==> config.mk <==
export PLATFORM = sky130hd
export DESIGN_NAME = track_sequencer
export DESIGN_NICKNAME = d
export VERILOG_FILES = /design/src/rtl/track_sequencer.sv
export SDC_FILE = /design/constraint.sdc
export NUM_CORES = 1
export LEC_CHECK = 0
export BUFFER_PORTS_ARGS = -buffer_cell sky130_fd_sc_hd__buf_4
export CAP_MARGIN = 0
export CELL_PAD_IN_SITES_DETAIL_PLACEMENT = 0
export CELL_PAD_IN_SITES_GLOBAL_PLACEMENT = 1
export CORE_ASPECT_RATIO = 1.2
export CORE_MARGIN = 10
export CORE_UTILIZATION = 40
export CTS_CLUSTER_SIZE = 16
export DETAILED_ROUTE_END_ITERATION = 12
export PLACE_DENSITY_LB_ADDON = 0.15
export SLEW_MARGIN = 40
export SYNTH_ARGS = -nofsm -noshare
export SYNTH_HDL_FRONTEND = slang
export SYNTH_SLANG_ARGS = --single-unit
==> constraint.sdc <==
create_clock -name clk -period 2.2 [get_ports clk]
set_input_delay 0.44 -clock clk [delete_from_list [all_inputs] [get_ports clk]]
set_output_delay 0.44 -clock clk [all_outputs]
set_load 0.05 [all_outputs]
==> src/rtl/track_sequencer.sv <==
// Per-frame tracking scheduler: template capture, one-frame static buffer fill,
// correlation with timeout, and publication of the accepted match position.
module track_sequencer #(
  parameter int TIMEOUT_CYCLES = 2000000,
  parameter int FRAME_SKIP     = 0
) (
  input  logic        clk,
  input  logic        rst_n,
  input  logic        tracking_mode,
  input  logic        frame_end,
  input  logic        template_rdy,
  input  logic        max_ready,
  input  logic [9:0]  max_x,
  input  logic [9:0]  max_y,
  output logic        template_start,
  output logic        static_we_en,
  output logic        corr_start,
  output logic [9:0]  track_x,
  output logic [9:0]  track_y,
  output logic        track_valid,
  output logic        timeout_err,
  output logic [15:0] frames_tracked
);

  localparam int TO_W     = $clog2(TIMEOUT_CYCLES + 1);
  localparam int SK_W_RAW = $clog2(FRAME_SKIP + 1);
  localparam int SK_W     = (SK_W_RAW < 1) ? 1 : SK_W_RAW;

  localparam logic [TO_W-1:0] TO_LAST   = TO_W'(TIMEOUT_CYCLES - 1);
  localparam logic [SK_W-1:0] SK_TARGET = SK_W'(FRAME_SKIP);

  localparam logic [2:0] S_IDLE      = 3'd0;
  localparam logic [2:0] S_TEMPLATE  = 3'd1;
  localparam logic [2:0] S_ARM       = 3'd2;
  localparam logic [2:0] S_FILL      = 3'd3;
  localparam logic [2:0] S_CORRELATE = 3'd4;
  localparam logic [2:0] S_UPDATE    = 3'd5;
  localparam logic [2:0] S_SKIP      = 3'd6;

  logic [2:0]      state_q,  state_d;
  logic [TO_W-1:0] to_cnt_q, to_cnt_d;
  logic [SK_W-1:0] skip_q,   skip_d;
  logic            ts_q,     ts_d;
  logic            we_q,     we_d;
  logic            cs_q,     cs_d;
  logic            tv_q,     tv_d;
  logic            err_q,    err_d;
  logic [9:0]      tx_q,     tx_d;
  logic [9:0]      ty_q,     ty_d;
  logic [15:0]     frames_q, frames_d;
  logic [SK_W-1:0] skip_inc;

  assign skip_inc = skip_q + SK_W'(1);

  // Next-state and next-output logic; leaving tracking mode overrides everything.
  always_comb begin
    state_d  = state_q;
    to_cnt_d = to_cnt_q;
    skip_d   = skip_q;
    ts_d     = 1'b0;
    cs_d     = 1'b0;
    tv_d     = 1'b0;
    we_d     = we_q;
    err_d    = err_q;
    tx_d     = tx_q;
    ty_d     = ty_q;
    frames_d = frames_q;

    if (!tracking_mode) begin
      state_d = S_IDLE;
      we_d    = 1'b0;
      err_d   = 1'b0;
    end else begin
      case (state_q)
        S_IDLE: begin
          state_d = S_TEMPLATE;
          ts_d    = 1'b1;
          we_d    = 1'b0;
        end
        S_TEMPLATE: begin
          if (template_rdy) begin
            state_d = S_ARM;
          end else begin
            state_d = S_TEMPLATE;
          end
        end
        S_ARM: begin
          if (frame_end) begin
            state_d = S_FILL;
            we_d    = 1'b1;
          end else begin
            we_d    = 1'b0;
          end
        end
        S_FILL: begin
          if (frame_end) begin
            state_d  = S_CORRELATE;
            we_d     = 1'b0;
            cs_d     = 1'b1;
            to_cnt_d = '0;
          end else begin
            we_d     = 1'b1;
          end
        end
        S_CORRELATE: begin
          // A result on the expiry cycle still counts as a success.
          if (max_ready) begin
            state_d = S_UPDATE;
          end else if (to_cnt_q == TO_LAST) begin
            state_d = S_ARM;
            err_d   = 1'b1;
          end else begin
            to_cnt_d = to_cnt_q + TO_W'(1);
          end
        end
        S_UPDATE: begin
          tx_d     = max_x;
          ty_d     = max_y;
          tv_d     = 1'b1;
          frames_d = (frames_q == 16'hFFFF) ? frames_q : frames_q + 16'd1;
          if (FRAME_SKIP == 0) begin
            state_d = S_ARM;
          end else begin
            state_d = S_SKIP;
            skip_d  = '0;
          end
        end
        S_SKIP: begin
          if (frame_end) begin
            if (skip_inc == SK_TARGET) begin
              state_d = S_ARM;
            end else begin
              skip_d  = skip_inc;
            end
          end else begin
            skip_d = skip_q;
          end
        end
        default: begin
          state_d = S_IDLE;
          we_d    = 1'b0;
        end
      endcase
    end
  end

  // State, counters and registered outputs.
  always_ff @(posedge clk or negedge rst_n) begin
    if (!rst_n) begin
      state_q  <= S_IDLE;
      to_cnt_q <= '0;
      skip_q   <= '0;
      ts_q     <= 1'b0;
      we_q     <= 1'b0;
      cs_q     <= 1'b0;
      tv_q     <= 1'b0;
      err_q    <= 1'b0;
      tx_q     <= 10'd0;
      ty_q     <= 10'd0;
      frames_q <= 16'd0;
    end else begin
      state_q  <= state_d;
      to_cnt_q <= to_cnt_d;
      skip_q   <= skip_d;
      ts_q     <= ts_d;
      we_q     <= we_d;
      cs_q     <= cs_d;
      tv_q     <= tv_d;
      err_q    <= err_d;
      tx_q     <= tx_d;
      ty_q     <= ty_d;
      frames_q <= frames_d;
    end
  end

  assign template_start = ts_q;
  assign static_we_en   = we_q;
  assign corr_start     = cs_q;
  assign track_valid    = tv_q;
  assign timeout_err    = err_q;
  assign track_x        = tx_q;
  assign track_y        = ty_q;
  assign frames_tracked = frames_q;

endmodule
==> impl_metrics.yaml, run 1 <==
grt:
  grt_pass1_wl_um: 13480
  antenna_found_initial: 0
  grt_pass1_vias: 2645
  grt_usage: 0.1377
  grt_max_degree: 37
  grt_overflow_total: 0
setup_path:
  r2r_start: "to_cnt_q[0]$_DFFE_PN0P_"
  worstSetupPathType: "flip-flop to flip-flop"
  worstSetupStartpointType: "flip-flop"
  cp-end-kind: "flip-flop"
  cp_slowest_cell: "dfrtp_1"
  rr_worst_depth: 7
  arrival_ns: 2.15
  rrSetupSlack_ns: 0.27
  path_cells: "ha_1 > and3_1 > and4b_1 > a31o_2 > buf_4 > o21ai_1 > o41ai_1"
  path_max_fanout: 15
  rr_endpoint: "to_cnt_q[15]$_DFFE_PN0P_"
  slowest_delay_ns: 0.43
  required_ns: 2.42
routing:
  drt_iter0_drc: 99
  viasPerCell: 5.271
  drt-wirelength-per-cell_um: 16.00
  drtAntennaViolNets: 0
  finalWirelength_um: 8208
  vias: 2704
  drc: 0
  first_pass_iters: 4
clock_tree:
  cts_tree: "done"
  cts_sinks: 66
  cts_setup_buffers: 0
  clock_latency_ns: 0.35
  clock_path_buffers: 2
  ctsResizeCount: 0
  cts_made_buffers: 9
  htree_levels: 3
  clkTransAtPathRegs_ns: 0.08
  hold_buffers: 0
  cts_root_buf: "clkbuf_8"
synthesis:
  synth-adder-area-share: 0.007794
  synth.avg_cell_area_um2: 9.415
  muxShareOfSynthArea: 0.003507
  synth_top_family_by_area: "simple AND/OR/NAND/NOR gates"
  synth_warnings: 0
  synth_edf_count: 0
  synth_nets: 369
  netlist_area_mm2: 0.003211
  synth.distinct_cells: 55
  synth-simple-area-share: 0.2907
  async_flop_share: 1.000
  synth_top_cell_area_share: 0.5144
  ys_ff_latch: 66
  synth_xor_xnor_area_share: 0.04365
  synth_top_cell_by_area: "dfrtp_1"
  ys.flop_type: "dfrtp_1"
  synthCells: 341
  synthTopCellsByArea: "dfrtp_1 (51%), nand2_1 (10%), nand3_1 (3.7%)"
  synth-compound-area-share: 0.1118
  ys_seq_area_frac: 0.5144
status:
  status: "completed"
power:
  p_clk_frac: 0.309
  p_sw_uw: 1334
  vdd_ir_drop_max_mv: 0.3843
  internal-power_uw: 2350
  p_per_area_mw_per_mm2: 902.6
  p_leak_uw: 0.001992
  seqPwrFrac: 0.420
  swShare: 0.3622
  share_comb_of_total_power: 0.272
layout:
  diodes: 0
  nets: 444
  post-route-util: 0.5266
  drive_gt1_frac: 0.2494
  areaGrowthSynthToFinish_pct: 27.12
placed_design:
  io_buffers: 66
  hpwlAfterDp_um: 5973
  gp_congestion: 0.7647
floorplanning:
  rows: 35
  dieArea_mm2: 0.01202
  fp.dieH_um: 118.1
  pin_count: 67
  start_util: 0.4142
  die_w_um: 101.8
  coreArea_mm2: 0.007751
timing:
  finalSetupViolCount: 0
  slew-limit-headroom: 0.6677
  finalHoldViolCount: 0
  min_period_ns: 1.929
  tightest_slew_ns: 0.4985
  drv_slew: 0
  fmax_ghz: 0.5185
  fin_setup_tns_ns: 0
  rsz0062_at_grt: "no"
  final_min_period_over_clock_period: 0.8766
  skew_ns: 0.009492
job:
  max_cap_viol_count: 0
worst_hold_path:
  hold_path.class: "input port to asynchronous set/reset pin"
[registers in the layout, indices dropped and copies added, names as in the netlist]
signal,count
corr_start,1
frames_tracked,16
skip_q,1
state_q,3
static_we_en,1
template_start,1
timeout_err,1
to_cnt_q,21
track_valid,1
track_x,10
track_y,10
[layout make-up]
cell class | instances | area, um^2
clock buffers | 10 | 127.6
inverters | 6 | 22.52
clock inverters | 6 | 90.09
repair buffers | 79 | 605.6
well taps | 92 | 115.1
multi-input cells | 254 | 1469
flip-flops and latches | 66 | 1652
fillers | 722 | 3670
[worst max path at each step]
stage / startpoint / end / slack, ns
after CTS: to_cnt_q[0]$_DFFE_PN0P_ / to_cnt_q[15]$_DFFE_PN0P_ / 0.29
after detailed placement: to_cnt_q[0]$_DFFE_PN0P_ / to_cnt_q[6]$_DFFE_PN0P_ / 0.30
after global routing: to_cnt_q[0]$_DFFE_PN0P_ / to_cnt_q[15]$_DFFE_PN0P_ / 0.15
after global placement: to_cnt_q[12]$_DFFE_PN0P_ / to_cnt_q[13]$_DFFE_PN0P_ / 0.33
after floorplan: frames_tracked[0]$_DFFE_PN0P_ / frames_tracked[1]$_DFFE_PN0P_ / 0.21
final: to_cnt_q[0]$_DFFE_PN0P_ / to_cnt_q[15]$_DFFE_PN0P_ / 0.27
[per-layer routing]
layer,global-route usage,part of all wire,up-vias
li1,-,-,1363
met1,0.1799,0.47,1264
met2,0.2062,0.46,65
met3,0.04021,0.063,12
met4,0.05735,0.016,0
met5,0,0,-
[kinds of logic (layout without fill, tap and decap cells)]
family,Yosys count,count (layout)
AND/OR/NAND/NOR,176,176
flip-flops,66,66
AO/OA/AOI/OAI,59,59
buffers and inverters,21,101
XOR/XNOR,16,16
adder cells (fa/ha/maj),2,2
multiplexers,1,1
[Yosys cell counts, types with 2 or more instances]
cell / number
nor2_1: 11
o21ai_1: 21
nand2b_1: 3
dfrtp_1: 66
xor2_1: 4
a21oi_1: 11
o21ai_0: 3
and4_1: 4
o311ai_1: 2
nor3_1: 2
nand4_1: 12
nor4_4: 2
nor2b_1: 2
nand2_1: 86
and4b_1: 2
and2_1: 2
and3_1: 9
inv_1: 4
nor4b_1: 2
o31ai_1: 3
xnor2_1: 12
or3_1: 3
buf_2: 3
a31oi_1: 7
ha_1: 2
nor3b_1: 2
nand3_1: 24
clkbuf_1: 9
buf_4: 2
[placed cells by master (no fill, tap or decap), types with 3 or more instances in the layout]
cell	Yosys	routed
inv_1	4	4
and4_1	4	4
dfrtp_1	66	66
a21oi_1	11	11
nand2_1	86	86
clkbuf_8	0	9
nand3_1	24	24
nand2b_1	3	3
nand4_1	12	12
o21ai_1	21	21
and3_1	9	9
o31ai_1	3	3
nor2_1	11	11
xnor2_1	12	12
buf_4	2	78
xor2_1	4	4
a31oi_1	7	7
o21ai_0	3	3
or3_1	3	3
[critical path: cells and delay by family, from the launching register on]
kind / cells / cell delay, ns
AO/OA/AOI/OAI: 3 / 0.49
adder cells (fa/ha/maj): 1 / 0.26
buffers and inverters: 1 / 0.19
flip-flops: 1 / 0.43
AND/OR/NAND/NOR: 2 / 0.44
[stage by stage]
| stage | std cells | setup WS (ns) | power (uW) | area [um^2] | hold slack [ns] |
|---|---|---|---|---|---|
| 6_report | 513 | 0.2714 | 3684 | 4081 | 0.05230 |
| 5_1_grt | 513 | 0.1519 | 3866 | 4081 | 0.07493 |
| 4_1_cts | 513 | 0.2855 | 3730 | 4081 | 0.06189 |
| 3_5_place_dp | 497 | 0.2983 | 2582 | 3864 | 0.4439 |
| 3_3_place_gp | 497 | 0.3253 | 2566 | 3864 | 0.4409 |
| 2_1_floorplan | 341 | 0.2128 | 2208 | 3211 | 0.1444 |
[power groups by stage]
| stage | logic (uW) | registers, uW | clock network (uW) |
|---|---|---|---|
| 3_5_place_dp | 1010 | 1570 | 0 |
| 3_3_place_gp | 1000 | 1560 | 0 |
| 6_report | 1000 | 1550 | 1140 |
| 2_1_floorplan | 256 | 1950 | 0 |
| 4_1_cts | 1010 | 1550 | 1170 |
| 5_1_grt | 1070 | 1570 | 1220 |
(Power assumes the default switching activity.)
==> inputs of run 2 (changes only) <==
PLACE_DENSITY = 0.75   (was default)
PLACE_DENSITY_LB_ADDON = default   (was 0.15)
==> impl_metrics.yaml, run 2 (synthesis results as in run 1) <==
placed_design:
  gp_congestion: 0.8365
  hpwlAfterDp_um: 5838
  place_ws_ns: 0.2826
  place_area_mm2: 0.003856
  io_buffers: 66
floorplanning:
  rows: 35
  die_w_um: 101.8
  pin_count: 67
  start_util: 0.4142
  fp.dieH_um: 118.1
  dieArea_mm2: 0.01202
  coreArea_mm2: 0.007751
power:
  vdd_ir_drop_max_mv: 0.4414
  p_leak_uw: 0.002016
  p_per_area_mw_per_mm2: 958.1
timing:
  min_period_ns: 1.966
  finalHoldViolCount: 0
  fin_setup_tns_ns: 0
  finalSetupViolCount: 0
  tightest_slew_ns: 0.4362
  layout_setup_ws_ns: 0.2335
  final_min_period_over_clock_period: 0.8938
  skew_ns: 0.006963
  drv_slew: 0
  fmax_ghz: 0.5085
  rsz0062_at_grt: "no"
  slew-limit-headroom: 0.7092
  fin_hold_ws_ns: 0.07268
layout:
  final_cell_mix: "nand2_1 (86), buf_4 (77), dfrtp_1 (66), nand3_1 (24), o21ai_1 (21)"
  areaGrowthSynthToFinish_pct: 28.68
  diodes: 0
  drive_gt1_frac: 0.2500
  mostFrequentLayoutCell: "nand2_1"
  nets: 443
  fillers: 724
  stdcell_area_mm2: 0.004131
  post-route-util: 0.5330
  largest_register_ffs: 21
  regMostFlops: "to_cnt_q"
setup_path:
  rrSetupSlack_ns: 0.23
  required_ns: 2.45
  worstSetupStartpointType: "flip-flop"
  cp-end-kind: "flip-flop"
  r2r_start: "to_cnt_q[12]$_DFFE_PN0P_"
  rr_endpoint: "to_cnt_q[6]$_DFFE_PN0P_"
  crit_buf_inv: 1
  arrival_ns: 2.22
  path_cells: "or4b_4 > nor4_4 > a31o_2 > buf_4 > o21ai_1 > o31ai_1"
  path_max_fanout: 12
  rr_worst_depth: 6
  cp_slowest_cell: "or4b_4"
  worstSetupPathType: "flip-flop to flip-flop"
  slowest_delay_ns: 0.56
  cp_top_family: "simple AND/OR/NAND/NOR gates"
routing:
  viasPerCell: 5.406
  drtAntennaViolNets: 0
  first_pass_iters: 4
  drt-wirelength-per-cell_um: 16.15
  drt_iter0_drc: 144
  drc: 0
  vias: 2768
  finalWirelength_um: 8268
clock_tree:
  cts_tree: "done"
  hold_buffers: 0
  clkTransAtPathRegs_ns: 0.08
  clock_latency_ns: 0.35
  cts_sinks: 66
  clock_path_buffers: 2
  cts_made_buffers: 9
  cts_setup_buffers: 0
  htree_levels: 3
  cts_root_buf: "clkbuf_8"
  ctsResizeCount: 0
grt:
  grt_overflow_total: 0
  grt_pass1_wl_um: 13660
  grt_max_degree: 67
  grt_pass1_vias: 2703
  grt_usage: 0.1397
  antenna_found_initial: 0
status:
  status: "completed"
worst_hold_path:
  hold_path.class: "input port to asynchronous set/reset pin"
job:
  max_cap_viol_count: 0
[run 2: changes by cell type in the layout (fill, tap and decap cells not counted)]
cell	before	now
bufinv_16	2	4
buf_4	78	77
clkbuf_1	1	0
clkbuf_8	9	10
clkinv_2	1	0
clkinv_4	1	2
clkinvlp_4	1	0
inv_6	1	0
[run 2: per-layer routing]
metal	wire, um	global-route usage	vias to the layer above
met5	0	0	-
met4	138	0.05824	0
met3	543	0.03555	12
met2	3818	0.2167	71
met1	3767	0.1792	1327
li1	-	-	1358
[run 2: how the worst max path moves through the flow]
stage | cells after the start | from | slack, ns | endpoint
floorplan | 5 | frames_tracked[0]$_DFFE_PN0P_ | 0.21 | frames_tracked[1]$_DFFE_PN0P_
global placement | 7 | to_cnt_q[0]$_DFFE_PN0P_ | 0.31 | to_cnt_q[7]$_DFFE_PN0P_
detailed placement | 6 | to_cnt_q[12]$_DFFE_PN0P_ | 0.28 | to_cnt_q[7]$_DFFE_PN0P_
CTS | 6 | to_cnt_q[12]$_DFFE_PN0P_ | 0.24 | to_cnt_q[7]$_DFFE_PN0P_
global route | 6 | to_cnt_q[12]$_DFFE_PN0P_ | 0.11 | to_cnt_q[2]$_DFFE_PN0P_
finish | 6 | to_cnt_q[12]$_DFFE_PN0P_ | 0.23 | to_cnt_q[6]$_DFFE_PN0P_
[run 2: area by class of cell]
class,instances,area [um^2],share of cell area
Sequential cell,66,1652,0.3998
Clock inverter,6,137.6,0.03331
Tap cell,92,115.1,0.02786
Inverter,6,22.52,0.005451
Multi-Input combinational cell,254,1469,0.3555
Clock buffer,10,137.6,0.03331
Timing Repair Buffer,78,598.1,0.1448
[run 2: where the power goes]
part	switching (uW)	leakage, uW	internal [uW]
Combinational	683	0.000987	314
Clock	512	0.000137	903
Sequential	154	0.000893	1390
Total	1350	0.00202	2610
[run 2: metrics by stage]
stage / total power, uW / std cells
after CTS: 4003 / 512
after detailed placement: 2578 / 496
final: 3958 / 512
after global placement: 2567 / 496
after global routing: 4153 / 512
after floorplan: 2208 / 341
==> inputs of run 3 (changes only) <==
BUFFER_PORTS_ARGS = -buffer_cell sky130_fd_sc_hd__buf_2   (was -buffer_cell sky130_fd_sc_hd__buf_4)
==> impl_metrics.yaml, run 3 (synthesis results as in run 1) <==
status:
  status: "completed"
timing:
  slew-limit-headroom: 0.6829
  skew_ns: 0.007944
  finalSetupViolCount: 0
  rsz0062_at_grt: "no"
  min_period_ns: 2.009
  finalHoldViolCount: 0
  tightest_slew_ns: 0.4756
  fmax_ghz: 0.4977
  fin_setup_tns_ns: 0
  layout_setup_ws_ns: 0.1907
  drv_slew: 0
  final_min_period_over_clock_period: 0.9133
setup_path:
  rr_worst_depth: 6
  slowest_delay_ns: 0.55
  required_ns: 2.45
  startpoint: "to_cnt_q[12]$_DFFE_PN0P_"
  worstSetupStartpointType: "flip-flop"
  crit_buf_inv: 1
  cp_top_family: "simple AND/OR/NAND/NOR gates"
  r2r_start: "to_cnt_q[12]$_DFFE_PN0P_"
  path_max_fanout: 14
  path_cells: "or4b_4 > nor4_4 > a31o_2 > buf_4 > o21ai_1 > o31ai_1"
  cp-end-kind: "flip-flop"
  worstSetupPathType: "flip-flop to flip-flop"
  cp_slowest_cell: "or4b_4"
  rr_endpoint: "to_cnt_q[7]$_DFFE_PN0P_"
  arrival_ns: 2.26
  rrSetupSlack_ns: 0.19
layout:
  stdcell_area_mm2: 0.003941
  final_cell_mix: "nand2_1 (86), dfrtp_1 (66), buf_2 (66), nand3_1 (24), o21ai_1 (21)"
  regMostFlops: "to_cnt_q"
  mostFrequentLayoutCell: "nand2_1"
  areaGrowthSynthToFinish_pct: 22.76
  nets: 443
  largest_register_ffs: 21
  fin_cells: 512
  diodes: 0
  fillers: 739
  drive_gt1_frac: 0.2500
clock_tree:
  cts_root_buf: "clkbuf_8"
  clock_path_buffers: 2
  ctsResizeCount: 0
  clock_latency_ns: 0.35
  cts_made_buffers: 9
  htree_levels: 3
  cts_tree: "done"
  hold_buffers: 0
  clkTransAtPathRegs_ns: 0.08
  cts_sinks: 66
  cts_setup_buffers: 0
routing:
  drtAntennaViolNets: 0
  first_pass_iters: 5
  vias: 2755
  finalWirelength_um: 7935
  viasPerCell: 5.381
  drt_iter0_drc: 98
  drt-wirelength-per-cell_um: 15.50
  drc: 0
power:
  internal-power_uw: 2411
  p_clk_frac: 0.342
  vdd_ir_drop_max_mv: 0.3600
  swShare: 0.3533
  p_per_area_mw_per_mm2: 945.8
  seqPwrFrac: 0.414
  share_comb_of_total_power: 0.243
  p_sw_uw: 1317
  p_leak_uw: 0.001987
grt:
  antenna_found_initial: 0
  grt_pass1_wl_um: 13380
  grt_overflow_total: 0
  grt_pass1_vias: 2804
  grt_usage: 0.1353
  grt_max_degree: 67
floorplanning:
  rows: 35
  die_w_um: 101.8
  dieArea_mm2: 0.01202
  pin_count: 67
  fp.dieH_um: 118.1
  coreArea_mm2: 0.007751
  start_util: 0.4142
placed_design:
  dp_cells: 496
  gp_congestion: 0.8618
  place_area_mm2: 0.003691
  io_buffers: 66
  place_ws_ns: 0.2139
  hpwlAfterDp_um: 5693
job:
  max_cap_viol_count: 0
worst_hold_path:
  hold_path.class: "input port to asynchronous set/reset pin"
==> run 3: stage by stage <==
step	utilization	hold slack [ns]	total power, uW
floorplan	-	0.1444	2208
global placement	0.4762	0.4529	2474
detailed placement	0.4762	0.4571	2486
CTS	0.5085	0.09926	3777
global route	0.5085	0.1164	3909
finish	0.5085	0.09699	3728
==> run 3: per-layer routing <==
layer | GRT usage | up-vias | share of wire
met4 | 0.06900 | 0 | 0.027
met5 | 0 | - | 0
li1 | - | 1356 | -
met1 | 0.1697 | 1308 | 0.45
met2 | 0.2026 | 72 | 0.44
met3 | 0.04312 | 19 | 0.084
==> run 3: area by class of cell <==
type,instances,area [um^2],area share
sequential,66,1652,0.4190
multi-input combinational,254,1469,0.3727
timing repair buffer,78,432.9,0.1098
clock buffer,10,137.6,0.03492
tap,92,115.1,0.02921
clock inverter,6,112.6,0.02857
inverter,6,22.52,0.005714
==> run 3: worst reg2reg max path, delay by kind of cell, from the launching register on <==
kind,cells,cell delay [ns]
AOI/OAI and AO/OA,3,0.48
and+or+nand+nor,2,0.76
buffers and inverters,1,0.23
DFF,1,0.45
==> run 3: worst max path at each step <==
stage          cells past startpoint                       endpoint
6_report                           6        to_cnt_q[7]$_DFFE_PN0P_
3_3_place_gp                       6        to_cnt_q[7]$_DFFE_PN0P_
4_1_cts                            6        to_cnt_q[7]$_DFFE_PN0P_
2_1_floorplan                      5  frames_tracked[1]$_DFFE_PN0P_
5_1_grt                            6        to_cnt_q[7]$_DFFE_PN0P_
3_5_place_dp                       7        to_cnt_q[6]$_DFFE_PN0P_
==> run 3: power groups by stage <==
stage               clock (uW)  combinational, uW  sequential, uW
floorplan                    0                256            1950
global placement             0                912            1560
detailed placement           0                918            1570
CTS                       1310                921            1540
global route              1350                983            1570
finish                    1280                907            1540
